## src/rtl/fpu_bus_slave.sv

```systemverilog
// CPU-side register port of the FPU: synchronizes the async bus strobes, assembles
// byte-wide operands, launches the core and exposes its result and completion handshake.
module fpu_bus_slave #(
  parameter int SYNC_STAGES = 2,
  parameter int OP_W        = 8
) (
  input  logic            clk,
  input  logic            arst,
  input  logic [7:0]      databus_in,
  output logic [7:0]      databus_out,
  input  logic [3:0]      addr,
  input  logic            cs,
  input  logic            rd,
  input  logic            wr,
  input  logic            end_ack,
  output logic            cmd_end,
  output logic            busy,
  output logic            core_start,
  output logic [OP_W-1:0] core_op,
  output logic [31:0]     core_a,
  output logic [31:0]     core_b,
  input  logic            core_done,
  input  logic [31:0]     core_result
);

  typedef enum logic [2:0] {
    S_IDLE    = 3'd0,
    S_RUN     = 3'd1,
    S_DONE    = 3'd2,
    S_ACKWAIT = 3'd3
  } state_e;

  logic [SYNC_STAGES-1:0] cs_sync_q, cs_sync_d, wr_sync_q, wr_sync_d;
  logic [SYNC_STAGES-1:0] rd_sync_q, rd_sync_d, ack_sync_q, ack_sync_d;
  logic                   wr_prev_q, wr_prev_d;
  logic [3:0]             shadow_addr_q, shadow_addr_d;
  logic [7:0]             shadow_data_q, shadow_data_d;
  logic [31:0]            a_q, a_d, b_q, b_d;
  logic [31:0]            core_a_q, core_a_d, core_b_q, core_b_d;
  logic [31:0]            result_q, result_d;
  logic [OP_W-1:0]        op_q, op_d;
  state_e                 state_q, state_d;
  logic                   busy_q, busy_d, cmd_end_q, cmd_end_d;
  logic                   err_q, err_d, start_q, start_d;

  logic       cs_s, wr_s, rd_s, ack_s;
  logic       capture_s, commit_s, launch_s;
  logic [7:0] status_s, rd_data_s;

  assign cs_s  = cs_sync_q[SYNC_STAGES-1];
  assign wr_s  = wr_sync_q[SYNC_STAGES-1];
  assign rd_s  = rd_sync_q[SYNC_STAGES-1];
  assign ack_s = ack_sync_q[SYNC_STAGES-1];

  // Shadow capture only during a clean write cycle; rd and wr never overlap on a legal bus.
  assign capture_s = !cs_s && !wr_s && rd_s;
  assign commit_s  = !cs_s && !wr_prev_q && wr_s;
  assign launch_s  = commit_s && (shadow_addr_q == 4'h8);

  always_comb begin
    cs_sync_d  = {cs_sync_q[SYNC_STAGES-2:0], cs};
    wr_sync_d  = {wr_sync_q[SYNC_STAGES-2:0], wr};
    rd_sync_d  = {rd_sync_q[SYNC_STAGES-2:0], rd};
    ack_sync_d = {ack_sync_q[SYNC_STAGES-2:0], end_ack};
    wr_prev_d  = wr_s;

    shadow_addr_d = shadow_addr_q;
    shadow_data_d = shadow_data_q;
    a_d        = a_q;
    b_d        = b_q;
    core_a_d   = core_a_q;
    core_b_d   = core_b_q;
    result_d   = result_q;
    op_d       = op_q;
    state_d    = state_q;
    busy_d     = busy_q;
    cmd_end_d  = cmd_end_q;
    err_d      = err_q;
    start_d    = 1'b0;

    if (capture_s) begin
      shadow_addr_d = addr;
      shadow_data_d = databus_in;
    end else begin
      shadow_addr_d = shadow_addr_q;
    end

    if (commit_s && (shadow_addr_q[3:2] == 2'b00)) begin
      a_d[{shadow_addr_q[1:0], 3'b000} +: 8] = shadow_data_q;
    end else if (commit_s && (shadow_addr_q[3:2] == 2'b01)) begin
      b_d[{shadow_addr_q[1:0], 3'b000} +: 8] = shadow_data_q;
    end else begin
      a_d = a_q;
    end

    if (launch_s && (state_q != S_IDLE)) begin
      err_d = 1'b1;
    end else begin
      err_d = err_q;
    end

    case (state_q)
      S_IDLE: begin
        if (launch_s) begin
          op_d     = shadow_data_q[OP_W-1:0];
          core_a_d = a_q;
          core_b_d = b_q;
          start_d  = 1'b1;
          busy_d   = 1'b1;
          err_d    = 1'b0;
          state_d  = S_RUN;
        end else begin
          state_d = S_IDLE;
        end
      end
      S_RUN: begin
        if (core_done) begin
          result_d  = core_result;
          busy_d    = 1'b0;
          cmd_end_d = 1'b1;
          state_d   = S_DONE;
        end else begin
          state_d = S_RUN;
        end
      end
      S_DONE: begin
        if (ack_s) begin
          cmd_end_d = 1'b0;
          state_d   = S_ACKWAIT;
        end else begin
          state_d = S_DONE;
        end
      end
      S_ACKWAIT: begin
        if (!ack_s) begin
          state_d = S_IDLE;
        end else begin
          state_d = S_ACKWAIT;
        end
      end
      default: begin
        state_d = S_IDLE;
      end
    endcase
  end

  // State, register file and synchronizer flops; idle strobe levels are high.
  always_ff @(posedge clk or negedge arst) begin
    if (!arst) begin
      cs_sync_q     <= {SYNC_STAGES{1'b1}};
      wr_sync_q     <= {SYNC_STAGES{1'b1}};
      rd_sync_q     <= {SYNC_STAGES{1'b1}};
      ack_sync_q    <= {SYNC_STAGES{1'b0}};
      wr_prev_q     <= 1'b1;
      shadow_addr_q <= 4'h0;
      shadow_data_q <= 8'h00;
      a_q           <= 32'h0;
      b_q           <= 32'h0;
      core_a_q      <= 32'h0;
      core_b_q      <= 32'h0;
      result_q      <= 32'h0;
      op_q          <= '0;
      state_q       <= S_IDLE;
      busy_q        <= 1'b0;
      cmd_end_q     <= 1'b0;
      err_q         <= 1'b0;
      start_q       <= 1'b0;
    end else begin
      cs_sync_q     <= cs_sync_d;
      wr_sync_q     <= wr_sync_d;
      rd_sync_q     <= rd_sync_d;
      ack_sync_q    <= ack_sync_d;
      wr_prev_q     <= wr_prev_d;
      shadow_addr_q <= shadow_addr_d;
      shadow_data_q <= shadow_data_d;
      a_q           <= a_d;
      b_q           <= b_d;
      core_a_q      <= core_a_d;
      core_b_q      <= core_b_d;
      result_q      <= result_d;
      op_q          <= op_d;
      state_q       <= state_d;
      busy_q        <= busy_d;
      cmd_end_q     <= cmd_end_d;
      err_q         <= err_d;
      start_q       <= start_d;
    end
  end

  assign status_s = {busy_q, cmd_end_q, err_q, 2'b00, state_q};

  // Readback decodes the raw bus address so the CPU sees data within its rd strobe.
  always_comb begin
    rd_data_s = 8'h00;
    case (addr)
      4'h0:    rd_data_s = a_q[7:0];
      4'h1:    rd_data_s = a_q[15:8];
      4'h2:    rd_data_s = a_q[23:16];
      4'h3:    rd_data_s = a_q[31:24];
      4'h4:    rd_data_s = b_q[7:0];
      4'h5:    rd_data_s = b_q[15:8];
      4'h6:    rd_data_s = b_q[23:16];
      4'h7:    rd_data_s = b_q[31:24];
      4'h9:    rd_data_s = result_q[7:0];
      4'hA:    rd_data_s = result_q[15:8];
      4'hB:    rd_data_s = result_q[23:16];
      4'hC:    rd_data_s = result_q[31:24];
      4'hD:    rd_data_s = status_s;
      default: rd_data_s = 8'h00;
    endcase
  end

  assign databus_out = (!cs && !rd) ? rd_data_s : 8'h00;
  assign cmd_end     = cmd_end_q;
  assign busy        = busy_q;
  assign core_start  = start_q;
  assign core_op     = op_q;
  assign core_a      = core_a_q;
  assign core_b      = core_b_q;

endmodule

```

## config.mk

```make
export PLATFORM = sky130hd
export DESIGN_NAME = fpu_bus_slave
export DESIGN_NICKNAME = d
export VERILOG_FILES = /design/src/rtl/fpu_bus_slave.sv
export SDC_FILE = /design/constraint.sdc
export NUM_CORES = 1
export LEC_CHECK = 0
export ABC_AREA = 1
export BUFFER_PORTS_ARGS = -buffer_cell sky130_fd_sc_hd__buf_2
export CAP_MARGIN = 40
export CORE_MARGIN = 5
export CORE_UTILIZATION = 40
export CTS_CLUSTER_SIZE = 14
export DETAILED_ROUTE_END_ITERATION = 16
export PLACE_DENSITY_LB_ADDON = 0.2
export SLEW_MARGIN = 25
export SYNTH_ARGS = -nofsm -noshare
export SYNTH_HDL_FRONTEND = slang
export SYNTH_SLANG_ARGS = --single-unit
export TNS_END_PERCENT = 30
```

## constraint.sdc

```tcl
create_clock -name clk -period 2.25 [get_ports clk]
set_input_delay 0.45 -clock clk [delete_from_list [all_inputs] [get_ports clk]]
set_output_delay 0.45 -clock clk [all_outputs]
set_load 0.01 [all_outputs]
```

==> metrics.md, run 1 <==
| Metric | Value |
|---|---|
| Clock sink count | `195` |
| Status | `finished clean` |
| Worst Path Arrival | `1.70 ns` |
| Synth Flop Type | `dfrtp_1` |
| Gpl congestion | `0.928` |
| Setup Buffers After CTS | `0` |
| Post-Route Skew | `0.0134 ns` |
| Vias post-DR | `7,815` |
| Clock Path Buffers | `2` |
| Initial antenna violation count | `0` |
| Final Setup Violations | `0` |
| Commonest cells in the netlist | `nand2_1, dfrtp_1, nand3_1` |
| Hold/Removal Path Class | `in -> reg` |
| Final Max Slew Viols | `0` |
| H-tree depth | `4` |
| Full die area | `25,000 µm²` |
| Crit path capture type | `output pin` |
| Kind of critical path | `in -> out` |
| Fin. Hold Viols | `0` |
| Clk slew on worst S/H paths | `0.07 ns` |
| N_diodes | `0` |
| Share of Yosys cell area claimed by the top area cell type | `0.535` |
| EDFF count, synth | `0` |
| Worst-margin pin slew | `0.712 ns` |
| Worst Hold Launch | `wr` |
| VDD IR max | `0.000474 V` |
| Synth top area cells | `dfrtp_1, nand2_1, nand3_1, o21ai_0, nor2_1` |
| Post-synthesis sequential area ratio | `0.556` |
| # fillers | `2,204` |
| Starting Density | `0.404` |
| Die Wd | `158 µm` |
| Die Height | `158 µm` |
| I/O pins | `134` |
| Post-layout min period | `2.15 ns` |
| Core outline area | `21,800 µm²` |
| Layout cells sized above 1 | `0.177` |
| DR pass1 iterations | `5` |
| Vias in the first global route | `7,491` |
| Later-pin clock latency in the skew report | `0.44 ns` |
| Yosys reg bits | `195` |
| Top-count cell post-synth | `nand2_1` |
| Total routing usage reported by global routing | `0.218` |
| CTS buffer count | `17` |
| Period Utilization, post-route | `0.956` |
| Cells after DPL | `1,495` |
| Area taken by multi-input logic gates | `3500 µm²` |
| DP Wirelength | `19,800 µm` |
| GR Overflow Total | `0` |
| Yosys warns | `0` |
| Buffers on Ports | `133` |
| First-pass GRT wire length | `42,300 µm` |
| Crit-path max FO | `29` |
| CTS tree | `built` |
| Synth area leader | `dfrtp_1` |
| Worst relative slew slack | `0.524` |
| Critical path launch point | `addr[3]` |
| Layout Cells excl Fill | `1,527` |
| Total wire length | `26,400 µm` |
| Largest net degree at the start of global routing | `76` |
| Register area | `4890 µm²` |
| CP required | `1.80 ns` |
| Fin Hold WS | `0.107 ns` |
| PD cells | `871 nW/µm²` |
| Area grow syn2layout | `20.1%` |
| Synthesized area per cell | `7.98 µm²` |
| DR iter-0 viols | `739` |
| Startpoint Class | `primary input` |
| Unrepaired setup endpoints after global routing | `no` |
| Maxcap violations | `0` |
| Vias per inst | `5.12` |
| Fin nets | `1,291` |
| Post-route DRC | `0` |
| Row cnt | `54` |
| Post-synthesis async set-or-reset flop share | `1.00` |
| Netlist Area Pre-Place | `8790 µm²` |
| Fmax | `465 MHz` |
| Antenna Nets Post-Route | `0` |
| Syn nets | `1,158` |
| Aggregate negative setup slack | `0 ns` |
| WL/cell | `17.3 µm` |
| Cell count after synthesis | `1,102` |
| Root buf cell | `clkbuf_16` |
| LEAKAGE | `6.10 nW` |
| Distinct cells, synth | `24` |
| FF-to-FF Start | `cs_sync_q[1]` |
## logic make-up after synthesis
family,share of synthesized area
compound gates,0.0438
fa+ha+maj,0.00711
buf+inv,0.0488
flops,0.556
simple gates,0.344
## stage by stage
step                utilization  setup WS (ns)  power [mW]  instance area [µm²]
floorplan                     -          0.495        5.38                 8790
global placement          0.458         0.0901        6.15                 9960
detailed placement        0.458         0.0768        6.18                 9960
CTS                       0.485         0.0702        9.25                10600
global route              0.485         0.0304        9.68                10600
finish                    0.485         0.0985        9.20                10600
## cells in the final DEF (no fill, tap or decap)
| cell type | instances |
|---|---|
| nand3_2 | 1 |
| clkbuf_1 | 1 |
| dfstp_2 | 7 |
| buf_4 | 26 |
| bufinv_16 | 2 |
| a21oi_1 | 8 |
| nor3b_1 | 1 |
| clkinv_2 | 2 |
| nand2_2 | 1 |
| dlygate4sd3_1 | 1 |
| or2_2 | 1 |
| buf_12 | 12 |
| buf_2 | 132 |
| o21ai_0 | 69 |
| nor4_4 | 1 |
| clkinvlp_4 | 3 |
| and2_1 | 1 |
| inv_1 | 27 |
| clkbuf_16 | 17 |
| clkinv_1 | 1 |
| inv_6 | 3 |
| dfrtp_1 | 188 |
| nor2_4 | 3 |
| nor2_1 | 80 |
| nand3b_1 | 1 |
| nor2_2 | 2 |
| nand3_1 | 163 |
| inv_2 | 4 |
| nand2_1 | 464 |
| ha_1 | 5 |
| clkbuf_8 | 3 |
| clkinv_4 | 1 |
| nor3_1 | 16 |
## path summary, 6_finish.rpt
| kind | to | slack, ns | cells past startpoint |
|---|---|---|---|
| worst max-delay path | databus_out[1] | 0.1 | 9 |
| max in group asynchronous | core_a[22] | 1.13 | 3 |
| worst max register to register | a_q[22] | 0.35 | 9 |
| min in group asynchronous | core_b[17] | 0.50 | 2 |
| worst min-delay path | wr_sync_q[0] | 0.11 | 1 |
| worst min register to register | ack_sync_q[1] | 0.35 | 0 |
## worst max-delay path, stage by stage
cell and delay, ns:
buf_2 0.14, nor2_2 0.17, buf_12 0.19, and2_1 0.20, nand2_1 0.07, nand2_1 0.07, nor2_1 0.04, nor2_1 0.17
buf_2 0.17
## cell type report
type | instances | share of cell area
clock buffer | 20 | 0.0432
multi-input combinational | 817 | 0.331
clock inverter | 11 | 0.0121
inverter | 32 | 0.0114
sequential | 195 | 0.463
tap | 280 | 0.0332
timing repair buffer | 172 | 0.106
## where the power goes
| group | switching (mW) | leakage (nW) | internal (mW) |
|---|---|---|---|
| Combinational | 1.11 | 3.23 | 0.512 |
| Clock | 1.36 | 0.279 | 1.70 |
| Sequential | 0.480 | 2.60 | 4.03 |
## metal layers
metal	vias up	track usage	share of wire
li1	3798	-	-
met1	3730	0.321	0.47
met2	255	0.330	0.44
met3	32	0.0427	0.059
met4	0	0.0597	0.022
met5	-	0	0
## sequential cells by signal, summed over array words and instances (netlist names), 4 cells and up, named ones only
signal         flops
a_q               32
core_b            32
core_a            32
result_q          32
shadow_addr_q      4
b_q               32
shadow_data_q      8
core_op            8
## what timing repair did
action / in CTS / in global routing
gates resized for setup: 0 / 2
endpoints found under the hold margin: 36 / 0
setup endpoints to repair: 0 / 4
hold buffers: 1 / 0
Power figures use the tool's default switching activity.
==> inputs of run 2 (changes only) <==
Settings changed: CELL_PAD_IN_SITES_DETAIL_PLACEMENT from default to 0, CELL_PAD_IN_SITES_GLOBAL_PLACEMENT from default to 2, CORE_UTILIZATION 40 to 33.
==> run 2 against run 1 <==
Compared with the run above:
- critical path depth unchanged
- wire length is 11% higher
- clock-buffer cell count decreased by 3
- total power rose by 1.7%
- combinational power barely moved
- global-route usage shrank 2.1 points
- sequential power is essentially flat
- clock power increased by 5%
==> metrics.md, run 2 (synthesis results as in run 1) <==
| Metric | Value |
|---|---|
| Layout Cells excl Fill | `1,590 (+4.1%)` |
| First-pass GRT wire length | `46,400 µm (+9.8%)` |
| Post-Route Skew | `0.0135 ns (+0.0000998 ns)` |
| Final Setup Violations | `0 (unchanged)` |
| Commonest non-fill, non-tap cell in the layout | `nand2_1` |
| Reg2reg setup slack | `0.24 ns (-0.11 ns)` |
| Area grow syn2layout | `21.4%` |
| Initial antenna violation count | `1 (+1)` |
| Switching pwr | `3.21 mW (+8.7%)` |
| Clk slew on worst S/H paths | `0.08 ns (about the same)` |
| R2R Path End | `core_b[22]` |
| Hold/Removal Path Class | `in -> reg` |
| Cells after DPL | `1,556 (+4.1%)` |
| CTS buffer count | `17 (unchanged)` |
| Gpl congestion | `0.899 (-3.2%)` |
| Final Max Slew Viols | `0 (unchanged)` |
| Layout cells sized above 1 | `0.184 (+0.00684)` |
| Post-layout min period | `2.10 ns (-0.0531 ns)` |
| Full die area | `30,000 µm² (+20%)` |
| Aggregate negative setup slack | `0 ns (unchanged)` |
| Pint | `6.15 mW (-1.6%)` |
| DP Wirelength | `22,200 µm (+12%)` |
| Status | `finished clean` |
| Crit-path slowest cell | `nor2_1` |
| # fillers | `2,828 (+28%)` |
| Worst relative slew slack | `0.607 (+0.0832)` |
| R2R cell count | `8 (-1)` |
| Commonest non-fill, non-tap cells in the layout | `nand2_1, dfrtp_1, nand3_1` |
| Crit path cell chain | `buf_2 -> nor2_1 -> buf_12 -> and2_1 -> nand2_1 -> nand2_1 -> nor2_1 -> nor2_1 -> buf_2` |
| Unrepaired setup endpoints after global routing | `no` |
| Vias in the first global route | `7,833 (+4.6%)` |
| DR iter-0 viols | `669 (-9.5%)` |
| Post-route DRC | `0 (unchanged)` |
| Worst Hold Launch | `end_ack` |
| Later-pin clock latency in the skew report | `0.45 ns (about the same)` |
| PD cells | `876 nW/µm² (+0.62%)` |
| Maxcap violations | `0 (unchanged)` |
| Setup Buffers After CTS | `0 (unchanged)` |
| Root buf cell | `clkbuf_16` |
| Die Wd | `173 µm (+9.5%)` |
| Hold Path Cell Cnt | `1 (unchanged)` |
| Period Utilization, post-route | `0.933 (-0.0236)` |
| CP required | `1.80 ns (about the same)` |
| Kind of critical path | `in -> out` |
| LEAKAGE | `6.13 nW (+0.48%)` |
| Dpl ws | `0.144 ns (+0.0673 ns)` |
| Worst-margin pin slew | `0.589 ns (-0.123 ns)` |
| Largest net degree at the start of global routing | `56 (-26%)` |
| Core outline area | `26,100 µm² (+20%)` |
| Vias post-DR | `7,624 (-2.4%)` |
| Fin nets | `1,298 (+0.54%)` |
| VDD IR max | `0.000362 V (-24%)` |
| H-tree depth | `4 (unchanged)` |
| Hold EP | `ack_sync_q[0]` |
| Crit path capture type | `output pin` |
| Clock Path Buffers | `2 (unchanged)` |
| I/O pins | `134 (unchanged)` |
| Fmax | `477 MHz (+2.5%)` |
| WL/cell | `18.4 µm (+6.6%)` |
| GR Overflow Total | `0 (unchanged)` |
| Clock power frac | `0.342 (+0.009)` |
| DR pass1 iterations | `5 (unchanged)` |
| Buffers on Ports | `133 (unchanged)` |
| Worst Slack Setup Final | `0.152 ns (+0.0531 ns)` |
| Startpoint Class | `primary input` |
| Antenna Nets Post-Route | `0 (unchanged)` |
| Worst Path Arrival | `1.65 ns (-0.05 ns)` |
| Slowest stage delay, CP | `0.21 ns (about the same)` |
| Total wire length | `29,300 µm (+11%)` |
| Sequential power share | `0.484 (-0.007)` |
| Row cnt | `59 (+9.3%)` |
| Fin. Hold Viols | `0 (unchanged)` |
| Cell mode on critical path | `nor2_1` |
| CTS tree | `built` |
| Crit-path max FO | `29 (unchanged)` |
| Die Height | `173 µm (+9.5%)` |
| N_diodes | `0 (unchanged)` |
| Combinational Power Share | `0.174 (-0.002)` |
| Starting Density | `0.336 (-0.0677)` |
| Total routing usage reported by global routing | `0.197 (-0.0209)` |
| Clock sink count | `195 (unchanged)` |
| FF-to-FF Start | `shadow_addr_q[1]` |
| Vias per inst | `4.79 (-6.3%)` |
| Sw Ratio | `0.343 (+0.0221)` |
-- run 2: cell count changes in the layout (fill, tap and decap cells not counted), sizes merged --
cell / delta
clkbuf: -3
inv: +4
buf: +6
clkinv: +3
bufinv: -1
clkinvlp: -1
-- run 2: final cells by class --
cell class	count	area (µm²)	area share
Tap cell	335	419	0.0393
Inverter	32	124	0.0116
Clock buffer	17	425	0.0398
Sequential cell	195	4890	0.458
Clock inverter	15	185	0.0173
Multi-Input combinational cell	817	3500	0.328
Timing Repair inverter	1	7.51	0.000703
Timing Repair Buffer	178	1130	0.106
-- run 2: per-layer routing --
| metal | track usage | share of wire | up-vias | wire length, µm |
|---|---|---|---|---|
| met5 | 0 | 0.00038 | - | 11 |
| met4 | 0.0519 | 0.014 | 2 | 398 |
| met3 | 0.0364 | 0.051 | 25 | 1500 |
| met2 | 0.298 | 0.45 | 200 | 13200 |
| met1 | 0.290 | 0.48 | 3585 | 14200 |
| li1 | - | - | 3812 | - |
-- run 2: through the flow --
| stage | hold WS (ns) | area [µm²] | util | power (mW) |
|---|---|---|---|---|
| 2_1_floorplan | 0.154 | 8790 | - | 5.38 |
| 3_3_place_gp | 0.333 | 10000 | 0.384 | 6.22 |
| 3_5_place_dp | 0.339 | 10000 | 0.384 | 6.23 |
| 4_1_cts | 0.0907 | 10700 | 0.408 | 9.45 |
| 5_1_grt | 0.0970 | 10700 | 0.409 | 9.85 |
| 6_report | 0.109 | 10700 | 0.409 | 9.36 |
-- run 2: power groups by stage --
stage	registers [mW]	logic, mW	clock network (mW)
after global placement	4.60	1.62	0
final	4.53	1.62	3.20
after detailed placement	4.60	1.63	0
after CTS	4.53	1.65	3.27
after global routing	4.58	1.87	3.40
after floorplan	4.38	0.996	0
-- run 2: timing repair --
item                                    CTS  global route
hold buffers                              1             0
resized for setup                         0             4
endpoints found under the hold margin    10             0
endpoints found under the setup margin    0             2
-- run 2: how the worst max path moves through the flow --
| stage | cells past startpoint | end | slack [ns] | from |
|---|---|---|---|---|
| after floorplan | 7 | a_q[14] | 0.49 | shadow_addr_q[0] |
| after global placement | 9 | databus_out[5] | 0.13 | addr[3] |
| after detailed placement | 9 | databus_out[1] | 0.14 | addr[3] |
| after CTS | 10 | databus_out[3] | 0.14 | addr[3] |
| after global routing | 10 | databus_out[7] | 0.0004 | addr[2] |
| final | 9 | databus_out[1] | 0.15 | addr[3] |
-- run 2: worst max-delay path: cells and delay by family --
| family | cells | cell delay [ns] |
|---|---|---|
| buf+inv | 3 | 0.50 |
| simple gates | 6 | 0.69 |
